<file path="config.mk">
export PLATFORM = sky130hd
export DESIGN_NAME = mem_stage_ctrl
export DESIGN_NICKNAME = d
export VERILOG_FILES = /design/src/rtl/mem_stage_ctrl.sv
export SDC_FILE = /design/constraint.sdc
export NUM_CORES = 1
export LEC_CHECK = 0
export CAP_MARGIN = 15
export CORE_MARGIN = 4
export CORE_UTILIZATION = 33
export CTS_BUF_LIST = sky130_fd_sc_hd__clkbuf_4 sky130_fd_sc_hd__clkbuf_8
export CTS_CLUSTER_SIZE = 28
export DETAILED_ROUTE_END_ITERATION = 6
export PLACE_DENSITY = 0.67
export SETUP_SLACK_MARGIN = 0.15
export SYNTH_ARGS = -nofsm -noshare
export SYNTH_HDL_FRONTEND = slang
export SYNTH_SLANG_ARGS = --single-unit
</file>
<file path="constraint.sdc">
create_clock -name clk -period 2.2 [get_ports clk]
set_clock_uncertainty 0.1 [all_clocks]
set_input_delay 0.44 -clock clk [delete_from_list [all_inputs] [get_ports clk]]
set_output_delay 0.44 -clock clk [all_outputs]
set_load 0.05 [all_outputs]
</file>
<file path="src/rtl/mem_stage_ctrl.sv">
`default_nettype none
// ============================================================================
// Module   : mem_stage_ctrl
// Brief    : M-stage controller: data-cache handshake, store lane formatting,
//            load extraction and the registered W-pipe payload.
// Revision : 1.0 - initial release
// ============================================================================
module mem_stage_ctrl #(
    parameter int REG_WIDTH = 32,
    parameter int RD_WIDTH  = 5
) (
    input  logic                 clk,
    input  logic                 rst,
    input  logic                 m_valid,
    input  logic                 m_is_load,
    input  logic                 m_is_store,
    input  logic [1:0]           m_size,
    input  logic                 m_unsigned,
    input  logic [REG_WIDTH-1:0] m_addr,
    input  logic [REG_WIDTH-1:0] m_rs2,
    input  logic [RD_WIDTH-1:0]  m_rd,
    input  logic                 m_reg_write,
    output logic                 stall_o,
    output logic                 dc_req_valid,
    input  logic                 dc_req_ready,
    output logic                 dc_req_we,
    output logic [REG_WIDTH-1:0] dc_req_addr,
    output logic [REG_WIDTH-1:0] dc_req_wdata,
    output logic [3:0]           dc_req_wstrb,
    input  logic                 dc_resp_valid,
    input  logic [REG_WIDTH-1:0] dc_resp_rdata,
    output logic                 w_valid,
    output logic [REG_WIDTH-1:0] w_execution_result,
    output logic [REG_WIDTH-1:0] w_mem_data,
    output logic                 w_is_load,
    output logic [RD_WIDTH-1:0]  w_rd,
    output logic                 w_reg_write,
    output logic                 w_misaligned
);

    typedef enum logic [1:0] {
        ST_IDLE = 2'd0,
        ST_REQ  = 2'd1,
        ST_RESP = 2'd2
    } state_t;

    state_t r_state;
    state_t w_next_state;

    logic                 w_mem_op;
    logic                 w_addr_misaligned;
    logic                 w_mem_misaligned;
    logic                 w_access;
    logic                 w_retire;
    logic [7:0]           w_load_byte;
    logic [15:0]          w_load_half;
    logic [REG_WIDTH-1:0] w_load_data;

    assign w_mem_op = m_valid & (m_is_load | m_is_store);

    always_comb begin
        w_addr_misaligned = 1'b0;
        case (m_size)
            2'b00:   w_addr_misaligned = 1'b0;
            2'b01:   w_addr_misaligned = m_addr[0];
            default: w_addr_misaligned = |m_addr[1:0];
        endcase
    end

    assign w_mem_misaligned = w_mem_op & w_addr_misaligned;
    assign w_access         = w_mem_op & ~w_addr_misaligned;

    always_ff @(posedge clk) begin
        if (rst) begin
            r_state <= ST_IDLE;
        end else begin
            r_state <= w_next_state;
        end
    end

    // A load+store encoding follows the load path; the response is only
    // looked at once the request has been accepted (RESP).
    always_comb begin
        w_next_state = r_state;
        dc_req_valid = 1'b0;
        w_retire     = 1'b0;
        case (r_state)
            ST_IDLE, ST_REQ: begin
                if (w_access) begin
                    dc_req_valid = 1'b1;
                    if (dc_req_ready) begin
                        if (m_is_load) begin
                            w_next_state = ST_RESP;
                        end else begin
                            w_retire     = 1'b1;
                            w_next_state = ST_IDLE;
                        end
                    end else begin
                        w_next_state = ST_REQ;
                    end
                end else begin
                    w_retire     = m_valid;
                    w_next_state = ST_IDLE;
                end
            end
            ST_RESP: begin
                if (dc_resp_valid) begin
                    w_retire     = m_valid;
                    w_next_state = ST_IDLE;
                end
            end
            default: w_next_state = ST_IDLE;
        endcase
    end

    assign stall_o     = m_valid & ~w_retire;
    assign dc_req_we   = m_is_store & ~m_is_load;
    assign dc_req_addr = {m_addr[REG_WIDTH-1:2], 2'b00};

    always_comb begin
        dc_req_wdata = m_rs2;
        dc_req_wstrb = 4'b1111;
        case (m_size)
            2'b00: begin
                dc_req_wdata = {4{m_rs2[7:0]}};
                dc_req_wstrb = 4'b0001 << m_addr[1:0];
            end
            2'b01: begin
                dc_req_wdata = {2{m_rs2[15:0]}};
                dc_req_wstrb = m_addr[1] ? 4'b1100 : 4'b0011;
            end
            default: begin
                dc_req_wdata = m_rs2;
                dc_req_wstrb = 4'b1111;
            end
        endcase
    end

    assign w_load_byte = dc_resp_rdata[{m_addr[1:0], 3'b000} +: 8];
    assign w_load_half = dc_resp_rdata[{m_addr[1], 4'b0000} +: 16];

    always_comb begin
        w_load_data = dc_resp_rdata;
        case (m_size)
            2'b00:   w_load_data = {{(REG_WIDTH-8){w_load_byte[7] & ~m_unsigned}}, w_load_byte};
            2'b01:   w_load_data = {{(REG_WIDTH-16){w_load_half[15] & ~m_unsigned}}, w_load_half};
            default: w_load_data = dc_resp_rdata;
        endcase
    end

    // Bubbles only clear the qualifiers; the data fields keep their last value.
    always_ff @(posedge clk) begin
        if (rst) begin
            w_valid            <= 1'b0;
            w_execution_result <= '0;
            w_mem_data         <= '0;
            w_is_load          <= 1'b0;
            w_rd               <= '0;
            w_reg_write        <= 1'b0;
            w_misaligned       <= 1'b0;
        end else if (w_retire) begin
            w_valid            <= 1'b1;
            w_execution_result <= m_addr;
            w_mem_data         <= (m_is_load & ~w_mem_misaligned) ? w_load_data : '0;
            w_is_load          <= m_is_load;
            w_rd               <= m_rd;
            w_reg_write        <= m_reg_write & ~w_mem_misaligned;
            w_misaligned       <= w_mem_misaligned;
        end else begin
            w_valid            <= 1'b0;
            w_reg_write        <= 1'b0;
            w_misaligned       <= 1'b0;
        end
    end

endmodule
`default_nettype wire
</file>
# --- Word level (Yosys, flattened, before mapping) ---
# Index checks and enable logic that the tools add are counted.
totals:
  ff_bits: 75
  in_bits: 112
  output_inout_bits: 144
  wordCells: 54
op_classes:
  eq_ne: 4
  shift: 3
  mux: 19
  bitwise_logic: 15
  n_reduce_logical: 5
op_table:
  columns: ["operator", "n"]
  rows:
  - ["one-hot mux 32 bit (2 select lines)", 2]
  - ["2-to-1 mux 32 bit", 1]
  - ["indexed part select 32 x 6 -> 16 bit", 1]
  - ["indexed part select 32 x 6 -> 8 bit", 1]
  - ["AND 1 bit", 9]
  - ["2-to-1 mux 2 bit", 4]
  - ["one-hot mux 4 bit (2 select lines)", 1]
  - ["2-to-1 mux 1 bit", 7]
  - ["OR reduction 2 bit", 3]
  - ["NOT 1 bit", 5]
  - ["== test 2 x 1 -> 1 bit, second input constant", 2]
  - ["zero test 2 bit", 2]
  - ["2-to-1 mux 4 bit", 1]
  - ["one-hot mux 1 bit (2 select lines)", 2]
  - ["one-hot mux 2 bit (2 select lines)", 1]
  - ["left shift 1 x 2 -> 4 bit, first input constant", 1]
  - ["== test 2 bit, second input constant", 1]
  - ["inequality test 2 bit, second input constant", 1]
  - ["bitwise OR 1 bit", 1]

# --- Longest topological paths before layout ---
# Gate-level depths: netlist (run 1).
logic_depth:
  ltp_word: 8
  mapped_depth: 7
  ltp_nobuf: 4

# --- Least setup slack after synthesis (run 1) ---
# No wires, ideal clock.
synth_timing:
  kind: "input -> output"
  from: "in m_size[1]"
  to: "out stall_o"
  t_arrival_ns: 2.435
  t_required_ns: 1.660
  path_slack_ns: -0.775
  stages: 6
  n_path_buf: 3
  cell_sequence: "buf_2 a21oi_1 o221ai_2 buf_2 buf_4 a21boi_0"
synth_between:
  elab_chain_cells: 8
  elab_cells_between_ends: 9
  cone_classes: "1 x eq/ne; 3 x mux; 4 x bitwise; 1 x reduce/logical"
synth_rtl:
  columns: ["item", "line", "rtl"]
  rows:
  - ["start, declared", "17", "input logic [1:0] m_size,"]
  - ["== test 2 x 1 -> 1 bit or zero test 2 bit (tied branches)", "63", "case (m_size)"]
  - ["one-hot mux 1 bit (2 select lines) *", "63", null]
  - ["NOT 1 bit *", "71", "assign w_access = w_mem_op & ~w_addr_misaligned;"]
  - ["AND 1 bit *", "71", null]
  - ["2-to-1 mux 1 bit *", "89", "if (w_access) begin"]
  - ["one-hot mux 1 bit (2 select lines) *", "87", "case (r_state)"]
  - ["NOT 1 bit (no source line) *", null, null]
  - ["AND 1 bit *", "116", "assign stall_o = m_valid & ~w_retire;"]
  - ["end, declared", "23", "output logic stall_o,"]
# Mark *: on every way between the ends. The rest lies on a longest branch, timed or not.

# --- Final worst setup path (run 1) ---
layout_timing:
  from: "in m_valid"
  to: "out dc_req_valid"
layout_between:
  elab_chain_cells: 4
layout_rtl:
  columns: ["item", "line", "rtl"]
  rows:
  - ["start, declared", "14", "input logic m_valid,"]
  - ["AND 1 bit", "59", "assign w_mem_op = m_valid & (m_is_load | m_is_store);"]
  - ["AND 1 bit", "71", null]
  - ["2-to-1 mux 1 bit", "89", null]
  - ["2-to-1 mux 1 bit", "87", null]
  - ["end, declared", "24", "output logic dc_req_valid,"]
# No other way between the ends.

==> summary by stage, run 1 <==
Layout
In the final layout, the share of cells above drive strength 1 is 27.5%. Cells fill 61.1% of the core in the end. The number of antenna repair diodes is 0. Leaving out fill and tap cells, the most frequent cells in the layout are sky130_fd_sc_hd__clkdlybuf4s50_1, sky130_fd_sc_hd__dfxtp_1, sky130_fd_sc_hd__dlygate4sd2_1. Compared with the post-synthesis result, the final layout area differs by 78.2%.

The post-layout net count is 809. The finished cells cover 0.00784 mm². The leading cell type in the layout, fill and taps excluded is sky130_fd_sc_hd__clkdlybuf4s50_1. The number of fillers in the final layout is 1131.

Critical path
The largest single stage delay on the critical path is 0.50 ns. Along the worst path, the maximum fanout reaches 3. The kind of cell adding the most delay to the critical path is buffers and inverters. Data on the critical path arrives at its endpoint at 1.47 ns. Walking the worst path, the cells encountered are clkdlybuf4s50_1, o21ai_2, nor3b_4, buf_12. For the worst setup path, the data required time is 1.66 ns. The slowest stage cell on the critical path is sky130_fd_sc_hd__clkdlybuf4s50_1.

The critical path is of the in -> out type. STA classifies the critical path endpoint as an output port. The combined buffer and inverter count along the critical path is 2. The nature of the critical path startpoint is an input port.

Clock tree
The cell sitting at the root of the clock tree is a sky130_fd_sc_hd__clkbuf_8. At the later pin of the worst-skew pair, clock insertion delay measures 0.36 ns. The number of buffers created by CTS is 9.

Buffers inserted to repair hold after CTS numbered 0. The total number of H-tree levels is 3. The TritonCTS clock tree is built. Clock-pin slew was measured on the worst setup and hold paths at 0.08 ns.

The clock passes through at most 2 buffers. The total clock sinks is 75.

Routing
The final wirelength is 16800 µm. The count of TritonRoute iterations in the first routing pass is 4. The routed wire length per instance is 19.2 µm. The number of nets with antenna violations after detailed routing is 0. Dividing the detail-routed via count by the number of cells gives 5.23. The total via count in the routed design is 4573.

The count of routing violations after the opening detailed-route iteration is 349. In the routed design, unresolved DRC markers number 0.

Job
Max-cap violations in this run came to 0.

Placement
The routability congestion estimate is 0.872. In this run the tool buffered the top-level ports with 253 buffer cells. The HPWL after detailed placement is 12900 µm. The area after detailed placement is 0.00765 mm².

Power and ir drop
The internal portion of total power is 2.67 mW. The fraction of power consumed by sequential logic is 34.4%. The fraction of power consumed by combinational cells is 38.8%. The leakage power figure is 3.34 nW. IR analysis of the VDD net gives a maximum drop of 258 µV.

For this design the total switching power over the nets is 1.50 mW. Total power for the finished layout comes to 4.17 mW. Power spread over the standard cell area amounts to 532 mW/mm². The clock network fraction of design power is 26.9%. The net switching share of the total power is 35.9%.

Global routing
Across every metal layer, demand over resource in global routing totals 20.6%. The total overflow left after global routing is 0. The via count of the first global-routing pass is 4540. Entering global routing, the biggest net connects 73 pins. The number of antenna violations at the first check in global routing is 2.

The first global-routing pass estimated 24500 µm of wire.

Synth
In this run the cell area of the synthesized design comes to 0.00440 mm². The synthesized netlist devotes 0% of its cell area to adder and majority cells. The multiplexer share of the synthesized area is 8.74%.

The dominant register cell in the synthesized netlist is sky130_fd_sc_hd__dfxtp_1. The number of synthesized flops with an enable pin is 0. The number of distinct library cells after synthesis is 45. The xor-xnor portion of the synthesized cell area is 0%.

Of all flip-flops after synthesis, the portion carrying an async set or reset was 0%. The flop and latch count out of synthesis is 75. The synthesized netlist devotes 23.8% of its cell area to simple gates. In this run the mean area of a mapped cell was 9.20 µm².

The sequential-to-total area share from yosys stat is 34.1%. After synthesis, the largest family of logic cells by area is simple AND/OR/NAND/NOR gates. During synthesis, Yosys emitted a total of 0 warnings.

The cell count after synthesis came out at 478. The synthesized netlist devotes 21.2% of its cell area to compound gates.

Timing
The transition time at the pin with the least slew margin is 0.546 ns. Setup repair after global routing could not meet its margin everywhere. Measured against its own limit, the worst slew margin works out to 63.8%. Derived from the worst setup path, the maximum achievable clock frequency is 0.496 GHz. Counting I/O delays and the setup requirement, the final critical path takes 2.01 ns. The final critical-path share of the clock period is 91.6%. The setup-violating endpoint count in the final report is 0. The final-report hold violation count was 0. The number of max-slew violations in the final report came to 0.

Floorplanning
In this run the horizontal extent of the chip is 123 µm. The total area inside the core boundary comes to 0.0128 mm². The number of placement rows is 41. The area of the die is 0.0152 mm². The count of pins on the block boundary is 256.

For this configuration, the core starts out at a cell density of 34.3%. The die height is 123 µm.

Status
The run finished with clean final reports.

Worst hold path
The path category of the worst min-delay check is in -> reg.
-- power groups by stage --
stage                     Sequential (mW)  Combinational [mW]  Clock (mW)
after floorplan                      1.64               0.734           0
after global placement               1.46                1.63           0
after detailed placement             1.47                1.64           0
after CTS                            1.43                1.63        1.15
after global routing                 1.44                1.69        1.20
final                                1.43                1.62        1.12
-- sequential cells by signal, indices dropped and copies added (netlist names) --
register,flops
w_mem_data,32
w_valid,1
w_rd,5
w_misaligned,1
w_is_load,1
r_state,2
w_reg_write,1
w_execution_result,32
-- metrics by stage --
stage | setup TNS (ns) | worst slack, ns | instances | hold slack, ns
floorplan | 0 | 0.00848 | 479 | 0.379
global placement | -9.02 | -0.206 | 856 | 0.348
detailed placement | -9.82 | -0.213 | 856 | 0.345
CTS | 0 | 0.120 | 874 | 0.280
global route | 0 | 0.104 | 874 | 0.320
finish | 0 | 0.185 | 874 | 0.292
-- Yosys cell counts, drive strengths merged (3+ instances only) --
cell type,number,area (µm²)
mux2,25,282
nand4bb,7,78.8
mux2i,8,80.1
dfxtp,75,1500
o21ai,51,255
a21oi,11,58.8
a32o,9,90.1
o221ai,8,76.3
o2bb2ai,30,263
a211oi,7,87.6
clkbuf,26,97.6
nand2,17,63.8
nand4b,38,333
nand2b,50,313
nor2b,23,144
nor3b,3,27.5
buf,61,424
-- cell families after synthesis --
kind of cell | after synthesis
muxes | 34
and+or+nand+nor | 151
other | 1
AOI/OAI and AO/OA | 128
DFF | 75
buffers and inverters | 89
-- final timing paths --
path,from,slack [ns],depth (start not counted),end
worst max-delay path,m_valid,0.19,4,dc_req_valid
worst min-delay path,rst,0.29,2,r_state[1]
worst max register to register,r_state[1],0.46,6,w_mem_data[17]
worst min register to register,w_mem_data[16],0.36,1,w_mem_data[16]
-- timing repair --
action                                  CTS  global route
endpoints found under the setup margin   91            15
pin swaps                                 2             1
resized for setup                        87            13
hold endpoints to repair                  0             0
buffers inserted                          2             0
-- metal layers --
layer	vias to the layer above	track usage (%)	share of wire, %
met2	210	35.2	49
met1	2193	24.4	39
met3	23	7.00	9.7
li1	2143	-	-
met5	-	0	0.13
met4	4	6.09	1.6
-- layout make-up --
type / instances / area (µm²) / area share, %
Timing Repair Buffer: 294 / 3360 / 42.9
Multi-Input combinational cell: 315 / 2550 / 32.5
Sequential cell: 75 / 1500 / 19.2
Tap cell: 172 / 215 / 2.75
Clock buffer: 10 / 138 / 1.76
Clock inverter: 6 / 65.1 / 0.830
Inverter: 2 / 7.51 / 0.0958
(Power assumes the default switching activity.)
==> inputs of run 2 (changes only) <==
- CAP_MARGIN: 15 -> default
- clock period: 2.2 -> 2.1 ns (I/O delays scaled with it)
==> summary by stage, run 2 (synthesis results as in run 1) <==
Clock tree
The clock insertion delay at the later pin of the skew report is 0.37 ns (about the same). The total number of H-tree levels came to 3 (unchanged). The number of buffers added to fix hold violations after cts is 0 (unchanged). The total clock sinks is 75 (unchanged). The largest buffer count on any clock path came to 2 (unchanged).

The post-CTS clock slew at the launch and capture registers of the worst setup and hold paths is 0.08 ns (about the same). The root cell of the clock tree is sky130_fd_sc_hd__clkbuf_8. The TritonCTS clock tree is built.

The number of buffers created by CTS is 9 (unchanged).

Timing
The worst path setup slack after routing is 0.185 ns (+0.000302 ns). For this run, the top clock speed supported by timing is 0.522 GHz. The minimum hold slack was 0.364 ns (+0.0719 ns). The setup-violating endpoint count in the final report is 0 (unchanged). The transition time at the pin with the least slew margin was 0.536 ns (-0.00944 ns). The clock period could shrink to 1.91 ns. Setup repair after global routing left no endpoint under its margin. The final-report hold violation count is 0 (unchanged). The normalized max-slew margin is 64.4% (+0.63 points). The final critical path takes up 91.2% of the cycle. The number of max-slew violations in the final report was 0 (unchanged).

Critical path
Walking the worst path, the cells encountered are clkdlybuf4s50_1, nand2b_1, nand2_1, a21boi_4, buf_12. STA classifies the critical path startpoint as an input port. The maximum single-stage delay on the critical path was 0.42 ns (-0.08 ns). The required time of the critical path was 1.58 ns (-0.08 ns). The combined buffer and inverter count along the critical path is 2 (unchanged).

In this design, the largest share of critical-path delay is due to buffers and inverters. The worst setup path is captured at an output port. The arrival time of data at the critical path endpoint is 1.39 ns (-0.08 ns).

The largest fanout of any net on the critical path is 2 (-1). The slowest stage cell on the critical path is sky130_fd_sc_hd__clkdlybuf4s50_1. By startpoint and endpoint, the worst setup path is classified as in -> out.

Floorplanning
The area of the die is 0.0152 mm² (unchanged). The count of pins on the block boundary is 256 (unchanged). The die span in x was 123 µm (unchanged).

The initial cell density of the core is 34.3% (unchanged). The die height is 123 µm (unchanged). The area of the placeable core is 0.0128 mm² (unchanged). The number of placement rows was 41 (unchanged).

Layout
The number of antenna repair diodes came to 0 (unchanged). The post-layout net count is 815 (+0.74%). The largest registers in the layout are w_execution_result x32, w_mem_data x32, w_rd x5. The utilization after layout is 61.1% (about the same).

Leaving out fill and tap cells, the most frequent cell in the layout is sky130_fd_sc_hd__clkdlybuf4s50_1. The layout-stage area growth over the synthesis result is 78.1% (about the same). The library cells used most frequently in the layout, excluding fill and tap cells, are sky130_fd_sc_hd__clkdlybuf4s50_1, sky130_fd_sc_hd__dfxtp_1, sky130_fd_sc_hd__buf_4. The count of non-filler cells in the finished layout was 880 (+0.69%). The final instance area came to 0.00783 mm² (about the same).

The number of fillers in the final layout is 1108 (-2.0%). The fraction of layout cells with a size suffix above 1 is 30.6% (+3.2 points).

Placement
The count of placed standard cells including taps came to 861 (+0.58%). The count of buffers from port buffering is 253 (unchanged). The setup slack at placement was -0.353 ns (-0.140 ns). The area after detailed placement is 0.00761 mm² (-0.46%). The HPWL after detailed placement is 13000 µm (+0.51%). The routability congestion estimate was 0.865 (-0.80%).

Global routing
The global routing usage summed across all routing layers was 20.7% (+0.12 points). The global-route wire length before repair was 24700 µm (+0.53%). The number of antenna violations at the first check in global routing was 1 (-1). The total grt overflow is 0 (unchanged). The via count of the first global-routing pass came to 4581 (+0.90%). The pin count of the biggest net entering global routing came to 53 (-27%).

Routing
The total via count in the routed design came to 4558 (-0.33%). The count of routing violations after the opening detailed-route iteration came to 231 (-34%). The routed wire length per instance is 18.9 µm (-1.5%). The final wirelength came to 16600 µm (-0.84%).

The number of nets with antenna violations after detailed routing came to 0 (unchanged). The count of TritonRoute iterations in the first routing pass is 4 (unchanged). The routed via count divided by cell count is 5.18 (-1.0%).

The count of unresolved DRC violations after routing is 0 (unchanged).

Power and ir drop
The peak supply drop was 229 µV (-11%). The ratio of total power to cell area was 542 mW/mm² (+1.9%). The leakage power figure is 3.26 nW (-2.4%).

Job
The total of max-cap violations came to 0 (unchanged).

Status
The run finished with clean final reports.

Worst hold path
The path category of the worst min-delay check is reg -> reg.
[run 2: cell count changes in the layout (fill, tap and decap cells not counted), sizes merged]
cell	change
buf	+23
bufinv	-1
dlymetal6s2s	-8
dlygate4sd2	-8
clkbuf	-1
inv	+1
clkinvlp	+1
clkdlybuf4s50	-1
[run 2: final cells by class]
class / count / area (µm²) / area share, %
Clock inverter: 7 / 53.8 / 0.687
Multi-Input combinational cell: 315 / 2580 / 32.9
Clock buffer: 9 / 124 / 1.58
Inverter: 2 / 7.51 / 0.0958
Tap cell: 172 / 215 / 2.75
Sequential cell: 75 / 1500 / 19.2
Timing Repair Buffer: 300 / 3350 / 42.8
[run 2: per-stage QoR]
stage | setup TNS, ns | power [mW]
6_report | 0 | 4.25
5_1_grt | 0 | 4.43
4_1_cts | 0 | 4.28
3_5_place_dp | -23.31 | 3.25
3_3_place_gp | -19.77 | 3.23
2_1_floorplan | 0 | 2.49
[run 2: per-layer routing]
metal	part of all wire, %	wire length, µm	GRT usage (%)
met5	0.12	20	0
met4	2.4	400	8.58
met3	9.7	1610	6.50
met2	49	8110	35.2
met1	39	6470	24.1
[run 2: repair_timing]
item | CTS | global route
hold endpoints to repair | 0 | 0
setup buffers | 2 | 1
endpoints found under the setup margin | 127 | 20
pin swaps | 4 | 1
resized for setup | 97 | 16
[run 2: power breakdown]
part           leakage (nW)  total [mW]  switching (mW)  internal, mW
clock network        0.0871        1.04           0.604         0.436
logic                  2.56        1.71           0.954         0.753
registers             0.610        1.50          0.0282          1.47
[run 2: final timing paths]
| path | endpoint | slack (ns) | cells past startpoint | startpoint |
|---|---|---|---|---|
| max | stall_o | 0.19 | 5 | dc_resp_valid |
| min | w_mem_data[2] | 0.36 | 1 | w_mem_data[2] |
| min reg2reg | w_mem_data[2] | 0.36 | 1 | w_mem_data[2] |
| max reg2reg | w_mem_data[3] | 0.42 | 5 | r_state[1] |
[run 2: worst reg2reg max path, stage by stage (launching register included)]
cell and delay, ns:
sky130_fd_sc_hd__dfxtp_1 0.49, sky130_fd_sc_hd__inv_2 0.11, sky130_fd_sc_hd__nor3_1 0.39, sky130_fd_sc_hd__nand2_1 0.17, sky130_fd_sc_hd__buf_12 0.18, sky130_fd_sc_hd__o2bb2ai_1 0.16
==> RTL change (flow settings as in run 2) <==
Reset style: asynchronous (`rst`), changed in 2 clocked blocks.
--- a/src/rtl/mem_stage_ctrl.sv
+++ b/src/rtl/mem_stage_ctrl.sv
@@ -71,5 +71,5 @@
     assign w_access         = w_mem_op & ~w_addr_misaligned;
 
-    always_ff @(posedge clk) begin
+    always_ff @(posedge clk or posedge rst) begin
         if (rst) begin
             r_state <= ST_IDLE;
@@ -150,5 +150,5 @@
 
     // Bubbles only clear the qualifiers; the data fields keep their last value.
-    always_ff @(posedge clk) begin
+    always_ff @(posedge clk or posedge rst) begin
         if (rst) begin
             w_valid            <= 1'b0;
Behaviour: differs if rst is asserted again (counterexample within 4 cycles, from zero or initial values and one cycle with rst high); with rst held inactive, the same outputs for 4 cycles.
==> RTL change against run 2 <==
- synthesized cell count decreased by 27%
- via count decreased by 15%
- worst setup slack got worse by 0.077 ns
- sequential cell count unchanged
- routed wire length decreased by 13%
- area after synthesis decreased by 5.8%
- total power increased by 16%
- design area decreased by 2.2%
- global-route usage decreased by 1.1 points
==> RTL change: results (changes against run 2) <==
Post-DP Area -> 7260 um2 (was 7610 um2)
Post-synth top cells -> dfrtp_1 (75), buf_4 (42), mux2_1 (35) (was dfxtp_1 (75), nand2b_1 (50), buf_4 (43), o21ai_0 (43), nand4b_1 (38))
post-synthesis compound-gate area fraction -> 17.0% (was 21.2%)
GRT Util Overall -> 19.6% (was 20.7%)
initial antenna violation count -> 0 (was 1)
mux share of post-synthesis cell area -> 19.3% (was 8.74%)
Vias -> 3862 (was 4558)
Clock Latency Late Sink -> 0.34 ns (was 0.37 ns)
WL met2 -> 7.07 mm (was 8.11 mm)
M2 GR Usage -> 33.8% (was 35.2%)
Non-clock buffer share -> 45.0% (was 42.8%)
Area contributors post-synth -> dfrtp_1 (45%), mux2_1 (9.5%), mux2_2 (7.9%) (was dfxtp_1 (34%), nand4b_1 (7.6%), buf_4 (7.3%))
Netlist cell types -> 35 (was 45)
M1 GR Usage -> 21.6% (was 24.1%)
gpl congestion -> 0.955 (was 0.865)
fraction of registers with async set/reset -> 100% (was 0%)
worst r2r src -> r_state[1]$_DFFE_PP0P_ (was r_state[1]$_SDFFE_PP0P_)
crit path DAT -> 1.47 ns (was 1.39 ns)
area share of the largest cell type after synthesis -> 45.3% (was 34.1%)
ratio of cells with drive above 1 in the final layout -> 36.1% (was 30.6%)
Hold Startpoint -> dc_req_ready (was w_mem_data[2]$_SDFFE_PP0P_)
M3 GR Usage -> 7.82% (was 6.50%)
critical path startpoint -> m_addr[0] (was dc_resp_valid)
Fill cells -> 983 (was 1108)
status -> finished, final reports clean (unchanged)
Clock-cell share -> 2.38% (was 2.27%)
met1 wire length -> 5.23 mm (was 6.47 mm)
Multi-input gate area -> 1900 um2 (was 2580 um2)
#MultiIn Comb -> 204 (was 315)
VDD IR max -> 0.224 mV (was 0.229 mV)
Worst Hold Depth -> 3 (was 1)
CP Max Fanout -> 5 (was 2)
worst slew pin tran -> 0.526 ns (was 0.536 ns)
HPWL after DPL -> 11.6 mm (was 13.0 mm)
Hold EP -> r_state[0]$_DFFE_PP0P_ (was w_mem_data[2]$_SDFFE_PP0P_)
met3 routed WL -> 1.74 mm (was 1.61 mm)
Non-clk bufs -> 306 (was 300)
Net count, final -> 717 (was 815)
global-route wire length before repair -> 22.3 mm (was 24.7 mm)
Slowest cell on crit path -> or3_4 (was clkdlybuf4s50_1)
Hold WC Path Type -> input pin to flip-flop (was flip-flop to flip-flop)
max incr delay on CP -> 0.36 ns (was 0.42 ns)
sequential share of cell area -> 24.5% (was 19.2%)
worst r2r dst -> w_mem_data[15]$_DFFE_PP0P_ (was w_mem_data[3]$_SDFFE_PP0P_)
==> RTL change: cell types whose count changed after synthesis, moves of 9 or more <==
cell,delta
nand2b_1,-32
dfxtp_1,-75
mux2_1,+35
nand4b_1,-38
o21ai_0,-32
o2bb2ai_1,-16
buf_2,-9
dfrtp_1,+75
a22o_1,+25
nor2b_1,-19
clkbuf_1,-16
==> RTL change: logic make-up (layout without fill, tap and decap cells) <==
logic type	count (synthesis)	after routing
and+or+nand+nor	49	49
buffers and inverters	73	331
AOI/OAI and AO/OA	81	81
muxes	72	72
other	1	2
DFF	75	75
==> RTL change: stage by stage <==
stage / setup TNS [ns] / instances
2_1_floorplan: -2.24 / 352
3_3_place_gp: -27.40 / 751
3_5_place_dp: -31.17 / 751
4_1_cts: 0 / 775
5_1_grt: 0 / 778
6_report: 0 / 778
==> RTL change: report_power, final <==
part / switching (uW) / internal [uW]
clock: 601 / 448
sequential: 70.9 / 1590
combinational: 1330 / 887
